==> src/rtl/alu_bit_serial_seq.sv <==
// -----------------------------------------------------------------------------
// alu_bit_serial_seq
//
// Bit-serial ALU sequencer. It latches two WIDTH-bit operands and an opcode,
// then drives the 1-bit slice ALUbitN once per clock, LSB first. The slice
// carry-out is fed back as the carry-in of the next bit. After the MSB it
// loads the assembled result and flags, and pulses done_o for one cycle.
//
// Ports
//   clk_i        rising-edge clock
//   rst_n_i      asynchronous active-low reset
//   start_i      request, accepted only while ready_o=1
//   abort_i      (ALU_SEQ_ABORT_EN only) drop the running operation
//   a_i, b_i     operands, sampled on accept
//   operacion_i  0000 AND, 0001 OR, 0010 ADD/SUB, 0011 SLT, 0100 XOR,
//                other codes are reserved and give 0
//   binvert_i    invert B and force carry-in=1 (SUB/SLT)
//   ready_o      high in IDLE
//   busy_o       high in RUN
//   done_o       one-cycle completion pulse
//   resultado_o  result, held from done until the next accept
//   c_o          carry out of the MSB
//   overflow_o   signed overflow for 0010/0011, 0 otherwise
//   zero_o       resultado_o == 0
//
// Optional build macro: ALU_SEQ_ABORT_EN adds the abort_i port.
// -----------------------------------------------------------------------------

module ALUbitN (
  input  logic       a_i,
  input  logic       b_i,
  input  logic       c_i,
  input  logic       binvert_i,
  input  logic       less_i,
  input  logic [3:0] operacion_i,
  output logic       result_o,
  output logic       c_o,
  output logic       set_o
);
  logic b_eff;
  logic sum;

  assign b_eff = b_i ^ binvert_i;
  assign sum   = a_i ^ b_eff ^ c_i;
  assign c_o   = (a_i & b_eff) | (a_i & c_i) | (b_eff & c_i);
  // set_o is the raw adder output; the sequencer uses it at the MSB for SLT.
  assign set_o = sum;

  always_comb begin
    result_o = 1'b0;
    case (operacion_i)
      4'b0000: result_o = a_i & b_eff;
      4'b0001: result_o = a_i | b_eff;
      4'b0010: result_o = sum;
      4'b0011: result_o = less_i;
      4'b0100: result_o = a_i ^ b_eff;
      default: result_o = 1'b0;
    endcase
  end
endmodule

module alu_bit_serial_seq #(
  parameter int WIDTH = 32
) (
  input  logic             clk_i,
  input  logic             rst_n_i,
  input  logic             start_i,
`ifdef ALU_SEQ_ABORT_EN
  input  logic             abort_i,
`endif
  input  logic [WIDTH-1:0] a_i,
  input  logic [WIDTH-1:0] b_i,
  input  logic [3:0]       operacion_i,
  input  logic             binvert_i,
  output logic             ready_o,
  output logic             busy_o,
  output logic             done_o,
  output logic [WIDTH-1:0] resultado_o,
  output logic             c_o,
  output logic             overflow_o,
  output logic             zero_o
);

  localparam int             CW   = (WIDTH > 1) ? $clog2(WIDTH) : 1;
  localparam logic [CW-1:0]  LAST = CW'(WIDTH - 1);

  typedef enum logic [1:0] {
    IDLE = 2'd0,
    RUN  = 2'd1,
    DONE = 2'd2
  } state_t;

  state_t state_q, state_d;

  // Operand and control registers captured on accept.
  logic [WIDTH-1:0] a_q, b_q;
  logic [3:0]       op_q;
  logic             binv_q;
  logic             carry_q;
  logic [CW-1:0]    cnt_q;

  // Partial result. It holds the WIDTH-1 bits already produced. The MSB comes
  // straight from the slice on the last step.
  logic [WIDTH-2:0] shift_q;

  // Held result and flags.
  logic [WIDTH-1:0] res_q;
  logic             c_q;
  logic             ovf_q;

  // FSM control strobes.
  logic accept;
  logic step;
  logic last_step;

  // Slice interface.
  logic slice_res;
  logic slice_c;
  logic slice_set;

  ALUbitN u_slice (
    .a_i         (a_q[cnt_q]),
    .b_i         (b_q[cnt_q]),
    .c_i         (carry_q),
    .binvert_i   (binv_q),
    .less_i      (1'b0),
    .operacion_i (op_q),
    .result_o    (slice_res),
    .c_o         (slice_c),
    .set_o       (slice_set)
  );

  // Final-step result formation.
  logic             is_arith;
  logic             is_slt;
  logic             ovf_now;
  logic [WIDTH-1:0] full_word;
  logic [WIDTH-1:0] final_res;

  assign is_arith  = (op_q == 4'b0010) || (op_q == 4'b0011);
  assign is_slt    = (op_q == 4'b0011);
  // On the last step carry_q is the carry into the MSB.
  assign ovf_now   = carry_q ^ slice_c;
  assign full_word = {slice_res, shift_q};
  // SLT compares signs: the true sign of A-B is the adder sign corrected by
  // overflow.
  assign final_res = is_slt ? {{(WIDTH-1){1'b0}}, slice_set ^ ovf_now}
                            : full_word;

  // ---- FSM state register ----
  always_ff @(posedge clk_i or negedge rst_n_i) begin
    if (!rst_n_i) begin
      state_q <= IDLE;
    end else begin
      state_q <= state_d;
    end
  end

  // ---- FSM next state and strobes ----
  always_comb begin
    state_d   = state_q;
    ready_o   = 1'b0;
    busy_o    = 1'b0;
    done_o    = 1'b0;
    accept    = 1'b0;
    step      = 1'b0;
    last_step = 1'b0;
    case (state_q)
      IDLE: begin
        ready_o = 1'b1;
        if (start_i) begin
          accept  = 1'b1;
          state_d = RUN;
        end
      end
      RUN: begin
        busy_o = 1'b1;
`ifdef ALU_SEQ_ABORT_EN
        if (abort_i) begin
          state_d = IDLE;
        end else
`endif
        begin
          step = 1'b1;
          if (cnt_q == LAST) begin
            last_step = 1'b1;
            state_d   = DONE;
          end
        end
      end
      DONE: begin
        done_o  = 1'b1;
        state_d = IDLE;
      end
      default: state_d = IDLE;
    endcase
  end

  // ---- Serial datapath: operand capture, bit stepping, result load ----
  always_ff @(posedge clk_i or negedge rst_n_i) begin
    if (!rst_n_i) begin
      a_q     <= '0;
      b_q     <= '0;
      op_q    <= '0;
      binv_q  <= 1'b0;
      carry_q <= 1'b0;
      cnt_q   <= '0;
      shift_q <= '0;
      res_q   <= '0;
      c_q     <= 1'b0;
      ovf_q   <= 1'b0;
    end else if (accept) begin
      a_q     <= a_i;
      b_q     <= b_i;
      op_q    <= operacion_i;
      binv_q  <= binvert_i;
      carry_q <= binvert_i;
      cnt_q   <= '0;
    end else if (step) begin
      shift_q <= full_word[WIDTH-1:1];
      carry_q <= slice_c;
      cnt_q   <= cnt_q + CW'(1);
      if (last_step) begin
        res_q <= final_res;
        c_q   <= slice_c;
        ovf_q <= is_arith & ovf_now;
      end
    end
  end

  assign resultado_o = res_q;
  assign c_o         = c_q;
  assign overflow_o  = ovf_q;
  assign zero_o      = (res_q == '0);

endmodule
==> config.mk <==
export PLATFORM = sky130hd
export DESIGN_NAME = alu_bit_serial_seq
export DESIGN_NICKNAME = d
export VERILOG_FILES = /design/src/rtl/alu_bit_serial_seq.sv
export SDC_FILE = /design/constraint.sdc
export NUM_CORES = 1
export LEC_CHECK = 0
export BUFFER_PORTS_ARGS = -buffer_cell sky130_fd_sc_hd__buf_2
export CAP_MARGIN = 20
export CORE_MARGIN = 10
export CORE_UTILIZATION = 45
export CTS_CLUSTER_SIZE = 28
export DETAILED_ROUTE_END_ITERATION = 8
export PLACE_DENSITY = 0.69
export SETUP_SLACK_MARGIN = 0.2
export SYNTH_ARGS = -nofsm -noshare
export SYNTH_HDL_FRONTEND = slang
export SYNTH_SLANG_ARGS = --single-unit
==> constraint.sdc <==
create_clock -name clk_i -period 2.7 [get_ports clk_i]
set_input_delay 0.54 -clock clk_i [delete_from_list [all_inputs] [get_ports clk_i]]
set_output_delay 0.54 -clock clk_i [all_outputs]
set_load 0.01 [all_outputs]
==> results.json, run 1 <==
{
  "status": "finished clean",
  "grt_usage_pct": 15.99,
  "routed_via_density": 4.898,
  "synthMuxAreaShare_pct": 6.906,
  "fin_area_sq_um": 7617,
  "syn-num-nets": 782,
  "ys_warn_count": 0,
  "postSynthCellCount": 704,
  "ios": 110,
  "finalNetCount": 883,
  "worst_pin_slew_ps": 607.1,
  "place_area_sq_um": 7023,
  "r2r_start": "cnt_q[0]",
  "crit_path_start_kind": "register",
  "wl_per_cell_microns": 14.90,
  "num_antenna_cells": 0,
  "p_comb_share_pct": 35.2,
  "hold_viol": 0,
  "design.die.area_sq_um": 19050,
  "startpoint": "cnt_q[0]",
  "holdBufCountCts": 0,
  "fin_ws_ps": 95.25,
  "netlist_top_cells_area": "dfrtp_1 57%, nand2_1 23%, o21ai_0 3.6%, mux4_1 3.4%, mux2i_1 3.2%",
  "finalWirelength_microns": 14870,
  "grt_pass1_vias": 5197,
  "setup_violations": 0,
  "power_switching_uw": 3317,
  "cts_buffers": 17,
  "clk_latency_ps": 430,
  "power.leakage_uw": 0.004071,
  "io_buffers": 109,
  "fillers": 1297,
  "place_ws_ps": 40.90,
  "drtIter0Drc": 308,
  "grt_max_degree": 70,
  "min_path_type": "primary input to async pin",
  "ys_types": 33,
  "grt_first_pass_wirelength_microns": 25420,
  "hold_ws_ps": 47.95,
  "cts_tree": "done",
  "synth-seq-cells": 142,
  "netlist.area_leader.share_pct": 56.69,
  "layout_min_cycle_time_ps": 2605,
  "synth_top_area_cell": "dfrtp_1",
  "gp_congestion": 0.8110,
  "p_sw_share_pct": 36.06,
  "end_kind": "register",
  "min_period_over_period_pct": 96.47,
  "clk_path_buf_depth": 2,
  "coreArea_sq_um": 13770,
  "max_freq_mhz": 383.9,
  "synth_compound_area_share_pct": 4.651,
  "clkTransAtPathRegs_ps": 60,
  "synth.cell_area_sq_um": 6269,
  "synthSimpleGateAreaFrac_pct": 26.71,
  "drtAntennaViolNets": 0,
  "cts_sinks": 142,
  "synth_top_family_by_area": "simple AND/OR/NAND/NOR gates",
  "cellInternalPower_uw": 5882,
  "dp_hpwl_microns": 10560,
  "placementRows": 43,
  "timing.final.max_slew_violations": 0,
  "root_buffer": "clkbuf_16",
  "power.total_uw": 9199,
  "peakVddDrop_mv": 0.6373,
  "finClkSkew_ps": 9.003,
  "synthAdderAreaFrac_pct": 1.437,
  "cts_setup_buffers": 0,
  "drv_cap": 0,
  "cp_data_required_time_ps": 3000,
  "yosysSeqAreaShare_pct": 56.69,
  "arrival_ps": 2900,
  "power_frac_seq_pct": 39.6,
  "syn2layout_area_growth_pct": 21.52,
  "pwr-share-clk_pct": 25.2,
  "route.vias.total": 4888,
  "initial_utilization_pct": 45.51,
  "yosys.area_share.xor_xnor_pct": 0.5589,
  "die_y_microns": 138.0,
  "cp_max_fo": 4,
  "antenna_found_initial": 0,
  "dr.pass1.iters": 4,
  "ctsHtreeMaxLevel": 4,
  "drc": 0,
  "relSlewSlack_pct": 59.39,
  "gr-total-overflow": 0,
  "critPathKind": "register to register",
  "rsz0062_at_grt": "yes",
  "drive_gt1_share_pct": 19.32,
  "dieWidth_microns": 138.0,
  "syn_area_per_cell_sq_um": 8.904,
  "power_density_nw_per_um2": 1208
}
[cells in the mapped netlist]
| library cell | instances |
|---|---|
| a211oi_1 | 1 |
| a21oi_1 | 3 |
| a22oi_1 | 4 |
| a31oi_1 | 1 |
| and2_1 | 3 |
| and3_1 | 2 |
| buf_1 | 2 |
| buf_2 | 6 |
| buf_4 | 1 |
| buf_6 | 2 |
| clkbuf_1 | 30 |
| clkinv_1 | 1 |
| dfrtp_1 | 142 |
| fa_1 | 2 |
| ha_1 | 4 |
| inv_1 | 2 |
| mux2_2 | 2 |
| mux2i_1 | 20 |
| mux4_1 | 8 |
| nand2_1 | 379 |
| nand2b_1 | 4 |
| nand3_1 | 8 |
| nand3b_1 | 1 |
| nand4_1 | 3 |
| nor2_1 | 8 |
| nor2b_1 | 5 |
| nor3_1 | 1 |
| nor3b_2 | 1 |
| nor4_1 | 8 |
| o211ai_1 | 1 |
| o21ai_0 | 45 |
| xnor2_1 | 2 |
| xor2_1 | 2 |
[cell type report]
type | count | area [sq um] | area share (%)
clock buffers | 26 | 469.2 | 6.160
clock inverters | 6 | 108.9 | 1.429
well taps | 180 | 225.2 | 2.957
multi-input cells | 518 | 2537 | 33.31
flip-flops and latches | 142 | 3555 | 46.67
inverters | 3 | 11.26 | 0.1478
repair buffers | 123 | 710.7 | 9.330
[metal layers]
layer	global-route usage, %	wire length, microns
met3	4.521	833
met1	18.96	6455
met4	6.604	250
met2	26.68	7329
met5	0	0
[power by group through the flow]
stage / registers [uW] / logic (uW) / clock network (uW)
after floorplan: 3450 / 2420 / 0
after global placement: 3660 / 3160 / 0
after detailed placement: 3670 / 3240 / 0
after CTS: 3650 / 3270 / 2350
after global routing: 3750 / 3730 / 2450
final: 3640 / 3240 / 2320
[worst max-delay path, cell delays in order, from the launching register on]
cell	delay [ps]
dfrtp_2	430
mux4_2	530
mux2_4	280
nor3b_2	180
a31oi_2	60
and3_1	210
ha_1	200
mux2_2	260
o21ai_1	120
o21ai_1	70
nand2b_1	90
o21ai_1	60
[registers in the layout, indices dropped and copies added (netlist names)]
name,count
a_q,32
b_q,32
resultado_o,32
shift_q,31
cnt_q,5
op_q,4
state_q,2
binv_q,1
c_o,1
carry_q,1
overflow_o,1
[path summary, 6_finish.rpt]
path	cells past startpoint	endpoint	slack, ps
max	11	shift_q[30]	100
min	1	resultado_o[22]	50
max reg2reg	11	shift_q[30]	100
min reg2reg	2	a_q[20]	470
max in group asynchronous	2	b_q[3]	1970
min in group clk_i	3	b_q[7]	300
[repair_timing]
| item | in CTS | in global routing |
|---|---|---|
| resized for setup | 1 | 3 |
| pin swaps | 1 | 3 |
| setup endpoints to repair | 2 | 4 |
| hold endpoints to repair | 0 | 0 |
[cell usage in the layout, fill, tap and decap left out, types with 2 or more instances in the layout]
cell,instances
a21oi_1,3
a22oi_1,4
and2_1,2
and3_1,2
buf_12,4
buf_2,108
buf_4,9
buf_6,2
bufinv_16,3
clkbuf_1,8
clkbuf_16,17
clkinv_2,2
dfrtp_1,141
fa_1,2
ha_1,4
inv_1,2
mux2i_1,20
mux4_1,6
mux4_2,2
nand2_1,377
nand2_2,2
nand2b_1,4
nand3_1,7
nand4_1,3
nor2_1,8
nor2b_1,5
nor4_1,8
o21ai_0,40
o21ai_1,5
xnor2_1,2
xor2_1,2
[metrics by stage]
step	std cells	utilization, %	TNS (ps)
3_5_place_dp	966	50.99	0
6_report	998	55.31	0
4_1_cts	998	55.20	0
3_3_place_gp	966	50.99	0
5_1_grt	998	55.31	-98.38
2_1_floorplan	704	-	0
[cells by family (layout without fill, tap and decap cells)]
kind of cell | count (synthesis) | in the layout
XOR/XNOR | 4 | 4
buffers and inverters | 44 | 158
multiplexers | 30 | 30
AO/OA/AOI/OAI | 55 | 55
flip-flops | 142 | 142
AND/OR/NAND/NOR | 423 | 423
adder cells (fa/ha/maj) | 6 | 6
(Power assumes the default switching activity.)
==> run 2, diff against run 1 <==
--- a/config.mk
+++ b/config.mk
@@ -9,6 +9,7 @@
 export CAP_MARGIN = 20
 export CORE_MARGIN = 10
 export CORE_UTILIZATION = 45
+export CTS_BUF_LIST = sky130_fd_sc_hd__clkbuf_4 sky130_fd_sc_hd__clkbuf_8
 export CTS_CLUSTER_SIZE = 28
 export DETAILED_ROUTE_END_ITERATION = 8
 export PLACE_DENSITY = 0.69
==> run 2 against run 1 <==
Setup slack lost 6.9 ps. Critical path type unchanged. Flip-flop and latch count is the same. Die area is the same. Highest routed layer unchanged. Largest cell class unchanged. Cell count is the same. Global-route usage shrank 0.27 points.
==> results.json, run 2 (synthesis results as in run 1) <==
{
  "place_area_sq_um": 7023,
  "ios": 110,
  "dieWidth_microns": 138.0,
  "ctsHtreeMaxLevel": 4,
  "cts_setup_buffers": 0,
  "cts_sinks": 142,
  "initial_utilization_pct": 45.51,
  "worst_pin_slew_ps": 601.1,
  "slowest_stage": "mux4_2",
  "power_frac_seq_pct": 42.1,
  "clkTransAtPathRegs_ps": 70,
  "grt_usage_pct": 15.72,
  "min_path_type": "primary input to async pin",
  "power.leakage_uw": 0.004007,
  "drive_gt1_share_pct": 20.17,
  "power_density_nw_per_um2": 1157,
  "max_freq_mhz": 382.9,
  "cp_data_required_time_ps": 3030,
  "antenna_found_initial": 0,
  "design.die.area_sq_um": 19050,
  "dp_hpwl_microns": 10560,
  "cts_tree": "done",
  "layout_min_cycle_time_ps": 2612,
  "crit_chain": "mux4_2 -> mux2_4 -> nor3b_2 -> a31oi_1 -> and3_1 -> ha_1 -> mux2_2 -> o21ai_1 -> o21ai_1 -> nand2b_1 -> o21ai_1",
  "final_cell_mix": "377 x nand2_1, 141 x dfrtp_1, 108 x buf_2",
  "grt_max_degree": 70,
  "arrival_ps": 2940,
  "route.vias.total": 4842,
  "fin_tns_setup_ps": 0,
  "gr-total-overflow": 0,
  "cp_common_cell": "o21ai_1",
  "cp_max_fo": 4,
  "holdBufCountCts": 0,
  "placementRows": 43,
  "peakVddDrop_mv": 0.6886,
  "grt_first_pass_wirelength_microns": 24960,
  "io_buffers": 109,
  "drtIter0Drc": 279,
  "final_common_cell": "nand2_1",
  "setup_violations": 0,
  "finClkSkew_ps": 10.70,
  "grt_pass1_vias": 5106,
  "drc": 0,
  "cts_buffers": 17,
  "clk_path_buf_depth": 2,
  "hold_viol": 0,
  "gp_congestion": 0.8110,
  "die_y_microns": 138.0,
  "syn2layout_area_growth_pct": 18.80,
  "cellInternalPower_uw": 5414,
  "clk_latency_ps": 460,
  "drv_cap": 0,
  "relSlewSlack_pct": 59.78,
  "dr.pass1.iters": 4,
  "routed_via_density": 4.852,
  "crit_path_start_kind": "register",
  "power_switching_uw": 3201,
  "slowest_delay_ps": 510,
  "status": "finished clean",
  "min_period_over_period_pct": 96.73,
  "p_comb_share_pct": 37.1,
  "timing.final.max_slew_violations": 0,
  "drtAntennaViolNets": 0,
  "finalWirelength_microns": 14520,
  "p_sw_share_pct": 37.15,
  "wl_per_cell_microns": 14.55,
  "coreArea_sq_um": 13770,
  "finalNetCount": 883,
  "root_buffer": "clkbuf_8",
  "pwr-share-clk_pct": 20.8,
  "end_kind": "register",
  "rsz0062_at_grt": "yes",
  "fin_area_sq_um": 7447,
  "fillers": 1316,
  "num_antenna_cells": 0,
  "critPathKind": "register to register"
}
run 2: cell types whose count changed in the layout (fill, tap and decap cells not counted), moves of 8 or more:
| cell | change |
|---|---|
| clkbuf_16 | -17 |
| clkbuf_8 | +17 |
| clkbuf_4 | +8 |
| clkbuf_1 | -8 |
run 2: metal layers:
| metal | global-route usage [%] | routed length, microns |
|---|---|---|
| met1 | 18.91 | 6438 |
| met2 | 25.93 | 7047 |
| met3 | 4.932 | 796 |
| met4 | 5.716 | 233 |
| met5 | 0 | 0 |
run 2: layout make-up:
| type | instances | area, sq um | share of cell area (%) |
|---|---|---|---|
| Clock buffer | 26 | 307.8 | 4.133 |
| Clock inverter | 6 | 108.9 | 1.462 |
| Inverter | 3 | 11.26 | 0.1512 |
| Multi-Input combinational cell | 518 | 2529 | 33.96 |
| Sequential cell | 142 | 3555 | 47.73 |
| Tap cell | 180 | 225.2 | 3.024 |
| Timing Repair Buffer | 123 | 710.7 | 9.543 |
run 2: final timing paths:
check,slack (ps),from,cells after the start,end
setup / recovery,90,cnt_q[0],11,shift_q[30]
hold / removal,20,rst_n_i,1,resultado_o[22]
setup reg to reg,90,cnt_q[0],11,shift_q[30]
hold reg to reg,470,a_q[20],2,a_q[20]
max in group asynchronous,2000,rst_n_i,2,op_q[3]
min in group clk_i,260,a_i[0],3,a_q[0]
run 2: power by group through the flow:
| stage | clock network, uW | registers, uW | logic [uW] |
|---|---|---|---|
| after floorplan | 0 | 3450 | 2420 |
| after global placement | 0 | 3660 | 3160 |
| after detailed placement | 0 | 3670 | 3240 |
| after CTS | 1820 | 3640 | 3260 |
| after global routing | 1920 | 3740 | 3710 |
| final | 1790 | 3630 | 3200 |
run 2: through the flow:
stage / total power (uW) / hold WS [ps] / std cells / worst slack (ps) / util [%]
5_1_grt: 9365 / 32.67 / 998 / -87.91 / 54.07
6_report: 8614 / 21.04 / 998 / 88.34 / 54.07
3_5_place_dp: 6907 / 460.4 / 966 / 40.90 / 50.99
4_1_cts: 8711 / 10.90 / 998 / 96.23 / 54.05
2_1_floorplan: 5872 / 244.4 / 704 / 186.4 / -
3_3_place_gp: 6817 / 456.8 / 966 / 99.78 / 50.99
run 2: worst max-delay path, delay by kind of cell (launching register included):
family / cells / cell delay [ps]
AOI/OAI and AO/OA: 4 / 330
adders and majority gates: 1 / 200
DFF: 1 / 430
muxes: 3 / 1050
and+or+nand+nor: 3 / 500
run 2: timing repair:
action,4_1_cts,5_1_grt
gates resized for setup,2,1
gates cloned,0,0
endpoints found under the setup margin,2,4
pin swaps,1,1
==> run 3, diff against run 2 <==
==> constraint.sdc (replaced) <==
create_clock -name clk_i -period 2.7 [get_ports clk_i]
set_input_delay 0.135 -clock clk_i [delete_from_list [all_inputs] [get_ports clk_i]]
set_output_delay 0.135 -clock clk_i [all_outputs]
set_load 0.01 [all_outputs]
==> run 3 against run 2 <==
Total power rose by 6.4%. Via count increased by 6.3%. Die area is the same. Combinational power up 13%. Flip-flop and latch count unchanged. Fmax down 0.18%. Clock-buffer cell count is 4 lower. Register-to-register slack about the same.
==> results.json, run 3 (synthesis results as in run 1) <==
{
  "critPathKind": "register to register",
  "ios": 110,
  "power.leakage_uw": 0.004335,
  "relSlewSlack_pct": 56.95,
  "arrival_ps": 2940,
  "antenna_found_initial": 0,
  "final_common_cell": "nand2_1",
  "cp_max_fo": 4,
  "finalNonFillerCells": 1070,
  "initial_utilization_pct": 45.51,
  "drc": 0,
  "power_density_nw_per_um2": 1108,
  "timing.final.max_slew_violations": 0,
  "clk_latency_ps": 450,
  "syn2layout_area_growth_pct": 31.96,
  "grtUsageMet2_pct": 28.97,
  "max_freq_mhz": 382.2,
  "met3_usage_pct": 5.000,
  "slowest_stage": "mux4_2",
  "worst_pin_slew_ps": 643.4,
  "met1_usage_pct": 19.35,
  "wl_per_cell_microns": 14.72,
  "end_kind": "register",
  "coreArea_sq_um": 13770,
  "power.total_uw": 9165,
  "rsz0062_at_grt": "yes",
  "root_buffer": "clkbuf_8",
  "drv_cap": 0,
  "cts_buffers": 17,
  "min_period_over_period_pct": 96.91,
  "min_path_type": "primary input to async pin",
  "status": "finished clean",
  "finClkSkew_ps": 8.699,
  "peakVddDrop_mv": 0.6338,
  "crit_chain": "mux4_2 -> mux2_4 -> nor3b_2 -> a31oi_2 -> and3_1 -> ha_2 -> mux2_4 -> o21ai_2 -> o21ai_1 -> nand2b_1 -> o21ai_1",
  "slowest_delay_ps": 520,
  "drive_gt1_share_pct": 20.00,
  "hold_viol": 0,
  "num_antenna_cells": 0,
  "cts_tree": "done",
  "finalNetCount": 955,
  "dieWidth_microns": 138.0,
  "grt_usage_pct": 16.83,
  "dp_hpwl_microns": 10640,
  "crit_path_start_kind": "register",
  "worstRegToRegCells": 11,
  "ctsHtreeMaxLevel": 4,
  "place_inst": 964,
  "grt_most_used_layer": "met2",
  "routed_via_density": 4.811,
  "route.vias.total": 5148,
  "place_area_sq_um": 7020,
  "die_y_microns": 138.0,
  "dr.pass1.iters": 4,
  "finalWirelength_microns": 15750,
  "gr-total-overflow": 0,
  "grt_first_pass_wirelength_microns": 26720,
  "gp_congestion": 0.8225,
  "clk_path_buf_depth": 2,
  "cts_sinks": 142,
  "grt_pass1_vias": 5461,
  "cp_data_required_time_ps": 3020,
  "clkTransAtPathRegs_ps": 80,
  "design.die.area_sq_um": 19050,
  "drtAntennaViolNets": 0,
  "fin_area_sq_um": 8272,
  "final_cell_mix": "377 x nand2_1, 141 x dfrtp_1, 108 x buf_2",
  "grt_max_degree": 69,
  "layout_min_cycle_time_ps": 2616,
  "io_buffers": 109,
  "drtIter0Drc": 303,
  "setup_violations": 0,
  "placementRows": 43
}
==> run 3: cell count changes in the layout (fill, tap and decap cells not counted), moves of 2 or more <==
cell           previous run  this run
buf_12                    4         6
clkbuf_4                  8         1
clkbuf_8                 18        21
clkinvlp_4                0         2
dlygate4sd3_1             0        70
nor2_1                    8         6
nor2_2                    0         2
o21ai_1                   5         3
o21ai_2                   0         2
==> run 3: per-layer routing <==
metal,wire length (microns),part of all wire (%),vias up
li1,-,-,2595
met1,6528,41,2405
met2,8144,52,128
met3,825,5.2,20
met4,251,1.6,0
met5,0,0,-
==> run 3: worst paths after layout <==
| path | start | end | slack (ps) |
|---|---|---|---|
| setup / recovery | cnt_q[0] | shift_q[30] | 80 |
| hold / removal | rst_n_i | resultado_o[26] | 190 |
| setup reg to reg | cnt_q[0] | shift_q[30] | 80 |
| hold reg to reg | a_q[10] | a_q[10] | 480 |
| max in group asynchronous | rst_n_i | b_q[14] | 1770 |
| min in group clk_i | start_i | b_q[15] | 300 |
==> run 3: through the flow <==
stage | hold WS [ps] | utilization, % | setup TNS, ps | setup WS (ps)
4_1_cts | 181.3 | 59.73 | 0 | 106.1
2_1_floorplan | -160.6 | - | 0 | 186.4
3_5_place_dp | 111.5 | 50.97 | 0 | 25.69
5_1_grt | 212.2 | 60.06 | -158.0 | -88.37
6_report | 186.7 | 60.06 | 0 | 83.51
3_3_place_gp | 114.3 | 50.97 | 0 | 108.3
==> run 3: cell type report <==
cell class / count / area (sq um)
tap: 180 / 225.2
inverter: 3 / 11.26
multi-input combinational: 518 / 2570
clock buffer: 22 / 296.5
fill: 1182 / 5502
clock inverter: 10 / 158.9
sequential: 142 / 3555
timing repair buffer: 195 / 1455
==> run 3: timing repair <==
| item | CTS | global route |
|---|---|---|
| cloned | 0 | 0 |
| hold endpoints to repair | 120 | 0 |
| buffers inserted | 2 | 2 |
| hold buffers | 70 | 0 |
| gates resized for setup | 7 | 9 |
| pin swaps | 2 | 5 |
| setup endpoints to repair | 3 | 4 |
==> run 3: worst max-delay path: cells and delay by family, from the launching register on <==
kind,cells,cell delay (ps)
AND/OR/NAND/NOR,3,490
multiplexers,3,1060
adder cells (fa/ha/maj),1,190
flip-flops,1,430
AO/OA/AOI/OAI,4,330
==> run 3: report_power, final <==
| group | internal (uW) | switching (uW) |
|---|---|---|
| combinational | 1700 | 1930 |
| sequential | 2970 | 683 |
| clock | 1110 | 769 |
